[config.mk]
export PLATFORM = sky130hd
export DESIGN_NAME = call_button_conditioner_flat
export DESIGN_NICKNAME = d
export VERILOG_FILES = /design/src/rtl/call_button_if.sv /design/src/rtl/call_button_conditioner.sv /design/src/flat_wrapper.sv
export SDC_FILE = /design/constraint.sdc
export NUM_CORES = 1
export LEC_CHECK = 0
export CAP_MARGIN = 20
export CELL_PAD_IN_SITES_DETAIL_PLACEMENT = 2
export CELL_PAD_IN_SITES_GLOBAL_PLACEMENT = 2
export CORE_ASPECT_RATIO = 1.5
export CORE_MARGIN = 3
export CORE_UTILIZATION = 30
export CTS_CLUSTER_DIAMETER = 30
export DETAILED_ROUTE_END_ITERATION = 10
export GPL_TIMING_DRIVEN = 0
export PLACE_DENSITY = 0.72
export REMOVE_ABC_BUFFERS = 1
export SYNTH_ARGS = -nofsm -noshare
export SYNTH_HDL_FRONTEND = slang
export SYNTH_SLANG_ARGS = --single-unit
[constraint.sdc]
create_clock -name clk -period 2.3 [get_ports clk]
set_input_delay 0.46 -clock clk [delete_from_list [all_inputs] [get_ports clk]]
set_output_delay 0.46 -clock clk [all_outputs]
set_load 0.02 [all_outputs]
[src/rtl/call_button_if.sv]
// Call/cancel pushbutton bundle: raw asynchronous inputs and conditioned outputs.
interface call_button_if;
  logic call_raw;
  logic cancel_raw;
  logic call_button;
  logic cancel_button;
  logic call_pulse;
  logic cancel_pulse;
  logic call_stuck;
  logic cancel_stuck;

  // Button side drives the raw levels and observes the conditioned outputs
  modport master (
    output call_raw, cancel_raw,
    input  call_button, cancel_button, call_pulse, cancel_pulse, call_stuck, cancel_stuck
  );

  // Conditioner side
  modport slave (
    input  call_raw, cancel_raw,
    output call_button, cancel_button, call_pulse, cancel_pulse, call_stuck, cancel_stuck
  );
endinterface

[src/rtl/call_button_conditioner.sv]
// Synchronize, debounce, edge-detect and stuck-detect the call and cancel pushbuttons.
// Channel 0 is call, channel 1 is cancel; the two channels share no state.
module call_button_conditioner #(
  parameter int unsigned DEBOUNCE_CYCLES = 16,
  parameter int unsigned STUCK_CYCLES    = 1024
) (
  input  logic          clk,
  input  logic          rst_n,
  call_button_if.slave  btn
);

  localparam int unsigned NCH    = 2;
  localparam int unsigned CNT_W  = ($clog2(DEBOUNCE_CYCLES) > 0) ? $clog2(DEBOUNCE_CYCLES) : 1;
  localparam int unsigned SCNT_W = $clog2(STUCK_CYCLES + 1);
  localparam logic [CNT_W-1:0]  CNT_MAX  = CNT_W'(DEBOUNCE_CYCLES - 1);
  localparam logic [SCNT_W-1:0] SCNT_MAX = SCNT_W'(STUCK_CYCLES);

  logic [NCH-1:0]    raw_c;
  logic [NCH-1:0]    s1_q, s1_d;
  logic [NCH-1:0]    s2_q, s2_d;
  logic [NCH-1:0]    level_q, level_d;
  logic [NCH-1:0]    pulse_q, pulse_d;
  logic [NCH-1:0]    stuck_q, stuck_d;
  logic [CNT_W-1:0]  cnt_q  [NCH];
  logic [CNT_W-1:0]  cnt_d  [NCH];
  logic [SCNT_W-1:0] scnt_q [NCH];
  logic [SCNT_W-1:0] scnt_d [NCH];

  assign raw_c = {btn.cancel_raw, btn.call_raw};

  // Next-state: sync pipeline, debounce counter, rise pulse and saturating stuck counter
  always_comb begin
    s1_d    = raw_c;
    s2_d    = s1_q;
    level_d = level_q;
    pulse_d = '0;
    stuck_d = '0;
    for (int ch = 0; ch < NCH; ch++) begin
      cnt_d[ch]  = cnt_q[ch];
      scnt_d[ch] = scnt_q[ch];
    end
    for (int ch = 0; ch < NCH; ch++) begin
      // Any cycle agreeing with the accepted level restarts the stability count
      if (s2_q[ch] == level_q[ch]) begin
        cnt_d[ch] = '0;
      end else if (cnt_q[ch] == CNT_MAX) begin
        level_d[ch] = s2_q[ch];
        cnt_d[ch]   = '0;
      end else begin
        cnt_d[ch] = cnt_q[ch] + CNT_W'(1);
      end
      pulse_d[ch] = level_d[ch] & ~level_q[ch];
      // Stuck counter tracks how long the accepted level has been high
      if (!level_q[ch]) begin
        scnt_d[ch] = '0;
      end else if (scnt_q[ch] != SCNT_MAX) begin
        scnt_d[ch] = scnt_q[ch] + SCNT_W'(1);
      end
      stuck_d[ch] = (scnt_d[ch] == SCNT_MAX);
    end
  end

  // State registers, cleared immediately by reset
  always_ff @(posedge clk or negedge rst_n) begin
    if (!rst_n) begin
      s1_q    <= '0;
      s2_q    <= '0;
      level_q <= '0;
      pulse_q <= '0;
      stuck_q <= '0;
      for (int ch = 0; ch < NCH; ch++) begin
        cnt_q[ch]  <= '0;
        scnt_q[ch] <= '0;
      end
    end else begin
      s1_q    <= s1_d;
      s2_q    <= s2_d;
      level_q <= level_d;
      pulse_q <= pulse_d;
      stuck_q <= stuck_d;
      for (int ch = 0; ch < NCH; ch++) begin
        cnt_q[ch]  <= cnt_d[ch];
        scnt_q[ch] <= scnt_d[ch];
      end
    end
  end

  assign btn.call_button   = level_q[0];
  assign btn.cancel_button = level_q[1];
  assign btn.call_pulse    = pulse_q[0];
  assign btn.cancel_pulse  = pulse_q[1];
  assign btn.call_stuck    = stuck_q[0];
  assign btn.cancel_stuck  = stuck_q[1];

endmodule

[src/flat_wrapper.sv]
// flat-port wrapper written by rule: the top's interface ports become plain ports
module call_button_conditioner_flat 
#(
  parameter int unsigned DEBOUNCE_CYCLES = 16,
  parameter int unsigned STUCK_CYCLES    = 1024
)
  (clk, rst_n, btn_call_raw, btn_cancel_raw, btn_call_button, btn_cancel_button, btn_call_pulse, btn_cancel_pulse, btn_call_stuck, btn_cancel_stuck);
  call_button_if btn_i ();
  input  logic clk;
  input  logic rst_n;
  input wire logic [$bits(btn_i.call_raw)-1:0] btn_call_raw;
  input wire logic [$bits(btn_i.cancel_raw)-1:0] btn_cancel_raw;
  output wire logic [$bits(btn_i.call_button)-1:0] btn_call_button;
  output wire logic [$bits(btn_i.cancel_button)-1:0] btn_cancel_button;
  output wire logic [$bits(btn_i.call_pulse)-1:0] btn_call_pulse;
  output wire logic [$bits(btn_i.cancel_pulse)-1:0] btn_cancel_pulse;
  output wire logic [$bits(btn_i.call_stuck)-1:0] btn_call_stuck;
  output wire logic [$bits(btn_i.cancel_stuck)-1:0] btn_cancel_stuck;
  assign btn_i.call_raw = btn_call_raw;
  assign btn_i.cancel_raw = btn_cancel_raw;
  assign btn_call_button = btn_i.call_button;
  assign btn_cancel_button = btn_i.cancel_button;
  assign btn_call_pulse = btn_i.call_pulse;
  assign btn_cancel_pulse = btn_i.cancel_pulse;
  assign btn_call_stuck = btn_i.call_stuck;
  assign btn_cancel_stuck = btn_i.cancel_stuck;
  call_button_conditioner #(.DEBOUNCE_CYCLES(DEBOUNCE_CYCLES), .STUCK_CYCLES(STUCK_CYCLES)) u_core (.clk(clk), .rst_n(rst_n), .btn(btn_i));
endmodule
==> Word level (Yosys, flattened, before mapping) <==
Index checks and enable logic that the tools add are counted.
{ "word_totals": {"elab_cells": 37, "regBits": 40, "inputBits": 4, "out_inout_bits": 6} }
{ "classes": {"add_sub_neg": 4, "bitwise_logic": 4, "eq_ne": 8, "muxes": 12} }
{ "ops": {"columns": ["operator", "count"], "rows": [
  ["$mux 11", 4],
  ["$add 11x1->11 const B", 2],
  ["$eq 11x11->1 const B", 2],
  ["$ne 11x11->1 const B", 2],
  ["$mux 4", 4],
  ["$add 4x1->4 const B", 2],
  ["$eq 4x4->1 const B", 2],
  ["$mux 1", 4],
  ["$and 1x1->1", 2],
  ["$eq 1x1->1", 2],
  ["$not 1->1", 2]
]} }

==> Logic depth before layout (Yosys ltp) <==
{ "depth": {"word_depth": 4, "ltp_mapped": 7, "depth_no_buf": 7} }

==> Worst setup path after synthesis <==
No wires, ideal clock.
{ "synth_timing": {"kind": "reg2reg", "startpoint": "reg u_core.scnt_q[11] (netlist bit)", "endpoint": "reg u_core.stuck_q[0]", "period_less_slack_ps": 1699, "setup_slack_ps": 601, "required_ps": 2189, "n_path_buf": 0, "path_stages_with_launch": 8, "setup_ps": 111, "arrival_time_ps": 1588, "path_cell_list": "dfrtp_1 > inv_1 > ha_1 > nor4b_2 > nand3_1 > mux2i_1 > nand3_1 > a2111oi_2"} }
{ "synth_between": {"elab_chain_len": 4, "elab_cells_between_ends": 5, "classes_between": "add/sub: 1; eq/ne: 2; mux: 2"} }
{ "synth_rtl": {"columns": ["item", "line_no", "text"], "rows": [
  ["start: declaration", "call_button_conditioner.sv:26", "logic [SCNT_W-1:0] scnt_q [NCH];"],
  ["start signal: indexed assignment", "call_button_conditioner.sv:83", "scnt_q[ch] <= scnt_d[ch];"],
  ["$add 11x1->11 or $ne 11x11->1 (tied branches)", "call_button_conditioner.sv:57, call_button_conditioner.sv:56", null],
  ["$mux 11 (*)", "call_button_conditioner.sv:56", "end else if (scnt_q[ch] != SCNT_MAX) begin"],
  ["$mux 11 (*)", "call_button_conditioner.sv:54", "if (!level_q[ch]) begin"],
  ["$eq 11x11->1 (*)", "call_button_conditioner.sv:59", "stuck_d[ch] = (scnt_d[ch] == SCNT_MAX);"],
  ["net u_core.stuck_d[0]", "call_button_conditioner.sv:23", "logic [NCH-1:0] stuck_q, stuck_d;"],
  ["end signal: assignment", "call_button_conditioner.sv:80", "stuck_q <= stuck_d;"],
  ["end: declaration", "call_button_conditioner.sv:23", null]
]} }
The timed path passes the listed nets; every way through them passes the cells marked *.

==> Final worst setup path <==
{ "layout_timing": {"startpoint": "reg u_core.level_q[1]", "endpoint": "out btn_cancel_button"} }
{ "layout_rtl": {"columns": ["item", "line_no", "text"], "rows": [
  ["start: declaration", "call_button_conditioner.sv:21", "logic [NCH-1:0] level_q, level_d;"],
  ["start signal: assignment", "call_button_conditioner.sv:78", "level_q <= level_d;"],
  ["end: declaration", "flat_wrapper.sv:14", "output wire logic [$bits(btn_i.cancel_button)-1:0] btn_cancel_button;"]
]} }
No word-level cell between the ends.

==> metrics.yaml <==
status: "finished, final reports clean"
drt_iter0_drc: 30
worst-path-max-fanout: 15
crit_path_max_incr_delay_ps: 690
antennaDiodeCount: 0
cts.reportedPaths.clkPinSlew_ps: 80
synth.top_cell.area_share: 0.4805
hpwl_um: 3589
drtAntennaViolNets: 0
grt_pass1_wl_um: 8355
area_delta_synth_final_pct: 13.51
dpl-instance-area_um2: 2248
p_leak_uw: 0.0009560
min_period_ps: 2077
min_path_type: "in -> async"
stdcell_area_um2: 2365
grt_max_degree: 29
clockBufferDepth: 2
antenna_found_initial: 0
slew_viol_final: 0
numClockSinks: 40
synth.distinct_cells: 39
drc: 0
cp.required_ps: 1840
power.density_nw_per_um2: 567.2
num_rows: 36
slew_headroom: 0.6347
finish.net_count: 221
cp_top_family: "buffers and inverters"
crit_type: "reg -> out"
cp.arrival_ps: 1620
routed_via_density: 5.285
cap_violations: 0
cts_root_buffer: "clkbuf_8"
drive_above_1_share: 0.08962
hold_viol: 0
setup_viol_count_final: 0
start_util: 0.3146
synthArstFlopShare: 1.000
synth_edf_count: 0
synth_top_area_cell: "dfrtp_1"
fp.coreArea_um2: 6621
wire_per_inst_um: 16.72
pin_count: 10
gp_congestion: 0.7544
post_cts_buffers: 0
syn_area_um2: 2083
end_kind: "primary output"
p_total_uw: 1341
fin_ws_ps: 223.2
dp_slack_ps: 202.7
io_buffers: 9
grt_pass1_vias: 1751
synthCells: 202
clk_latency_ps: 290
cp_cell_sequence: "clkdlybuf4s50_1"
skew_ps: 8.916
cp_slowest_cell: "clkdlybuf4s50_1"
crit_buf_inv: 1
fmax_mhz: 481.5
rsz0062_at_grt: "false"
vias: 1522
fin_util: 0.3571
firstDrtPassIters: 3
dieArea_um2: 8001
die_w_um: 74.04
cp-start-kind: "flip-flop"
synth_flop_cell: "dfrtp_1"
fp.dieH_um: 108.1
cts_buffers: 5
postRouteWirelength_um: 4816
grt_overflow: 0
cts_tree: "done"
synthTopCellsByArea: "dfrtp_1 (48%), xnor2_1 (5.5%), ha_1 (3.6%), nand3_1 (3.6%), xor2_1 (3.4%)"
htree_num_levels: 2
synth-seq-area-share: 0.4805
avgSynthCellArea_um2: 10.31
tns_ps: 0
worstMarginPinSlew_ps: 540.4
peakVddDrop_v: 0.0002605
ys_warn_count: 0
fin_crit_sh: 0.9030
grt_usage: 0.1358
ys_seq_elements: 40
==> worst paths after layout <==
path,slack [ps],start,to,cells past startpoint
worst max register to register,250,u_core.scnt_q[11],u_core.stuck_q[0],7
min in group clk,350,u_core.s1_q[0],u_core.s2_q[0],0
worst min-delay path,60,rst_n,u_core.scnt_q[1],1
worst min register to register,350,u_core.s1_q[0],u_core.s2_q[0],0
max in group asynchronous,1770,rst_n,u_core.pulse_q[0],2
worst max-delay path,220,u_core.level_q[1],btn_cancel_button,1
==> cells in the mapped netlist (2+ instances only) <==
master,instances
xnor2_1,13
nand3_1,15
or3_1,2
clkbuf_1,4
nand4b_1,2
o21ai_0,5
o21ai_1,2
nand4_1,6
a21oi_1,7
buf_2,4
nor2_1,12
inv_1,10
nor4_1,4
nor3_1,5
and2_1,8
mux2i_1,2
mux2_2,3
dfrtp_1,40
nor4b_2,2
nor3b_1,6
and4_1,3
nor2b_1,8
xor2_1,8
nand2_1,10
ha_1,6
and3_1,2
==> sequential cells by signal, indices dropped and copies added, names as in the netlist <==
| signal | flops |
|---|---|
| u_core.s2_q | 2 |
| u_core.stuck_q | 2 |
| u_core.pulse_q | 2 |
| u_core.scnt_q | 22 |
| u_core.cnt_q | 8 |
| u_core.level_q | 2 |
| u_core.s1_q | 2 |
==> layout make-up <==
class	instances	area (um2)
fillers	747	4257
multi-input cells	143	1015
flip-flops and latches	40	1001
repair buffers	10	105.1
well taps	76	95.09
clock buffers	6	72.57
inverters	11	41.29
clock inverters	2	35.03
==> timing repair <==
item	in CTS	in global routing
gates resized for setup	0	2
endpoints found under the setup margin	0	1
hold endpoints to repair	0	0
hold buffers	0	0
==> cells by family after synthesis <==
group | after synthesis | synth area share
AO/OA/AOI/OAI | 20 | 0.06006
XOR/XNOR | 21 | 0.08829
adder cells (fa/ha/maj) | 6 | 0.03604
buffers and inverters | 19 | 0.03664
flip-flops | 40 | 0.4805
multiplexers | 6 | 0.03123
AND/OR/NAND/NOR | 90 | 0.2673
==> per-stage QoR <==
step                hold WS (ps)  std cells
finish                     64.84        288
global route               75.01        288
CTS                        62.99        288
detailed placement         337.9        280
global placement           335.6        279
floorplan                  164.4        194
==> layout by cell type, fill, tap and decap left out, types with 2 or more instances in the layout <==
cell type        instances
xnor2_1                 13
nand4b_1                 2
o21ai_1                  2
nor3_1                   5
nor2b_1                  8
nor4b_2                  2
ha_1                     6
nor3b_1                  6
nand4_1                  6
and3_1                   2
clkbuf_8                 5
nand3_1                 14
clkdlybuf4s50_1          8
mux2_2                   3
nor4_1                   4
and2_1                   8
nand2_1                 10
a21oi_1                  7
nor2_1                  12
dfrtp_1                 40
or3_1                    2
xor2_1                   8
o21ai_0                  5
inv_1                   10
and4_1                   3
==> power breakdown <==
group	total [uW]	internal, uW	switching (uW)
registers	726	715	11.3
logic	44.6	19.0	25.7
clock network	571	322	248
total	1340	1060	285
==> per-layer routing <==
| layer | global-route usage | part of all wire | up-vias | wire length (um) |
|---|---|---|---|---|
| met5 | 0 | 0 | - | 0 |
| met4 | 0.03109 | 0.0064 | 0 | 31 |
| met3 | 0.02512 | 0.020 | 4 | 95 |
| met2 | 0.2766 | 0.60 | 13 | 2877 |
| met1 | 0.1343 | 0.38 | 784 | 1812 |
| li1 | - | - | 721 | - |
Note: power is estimated with default switching activity, not from simulation.
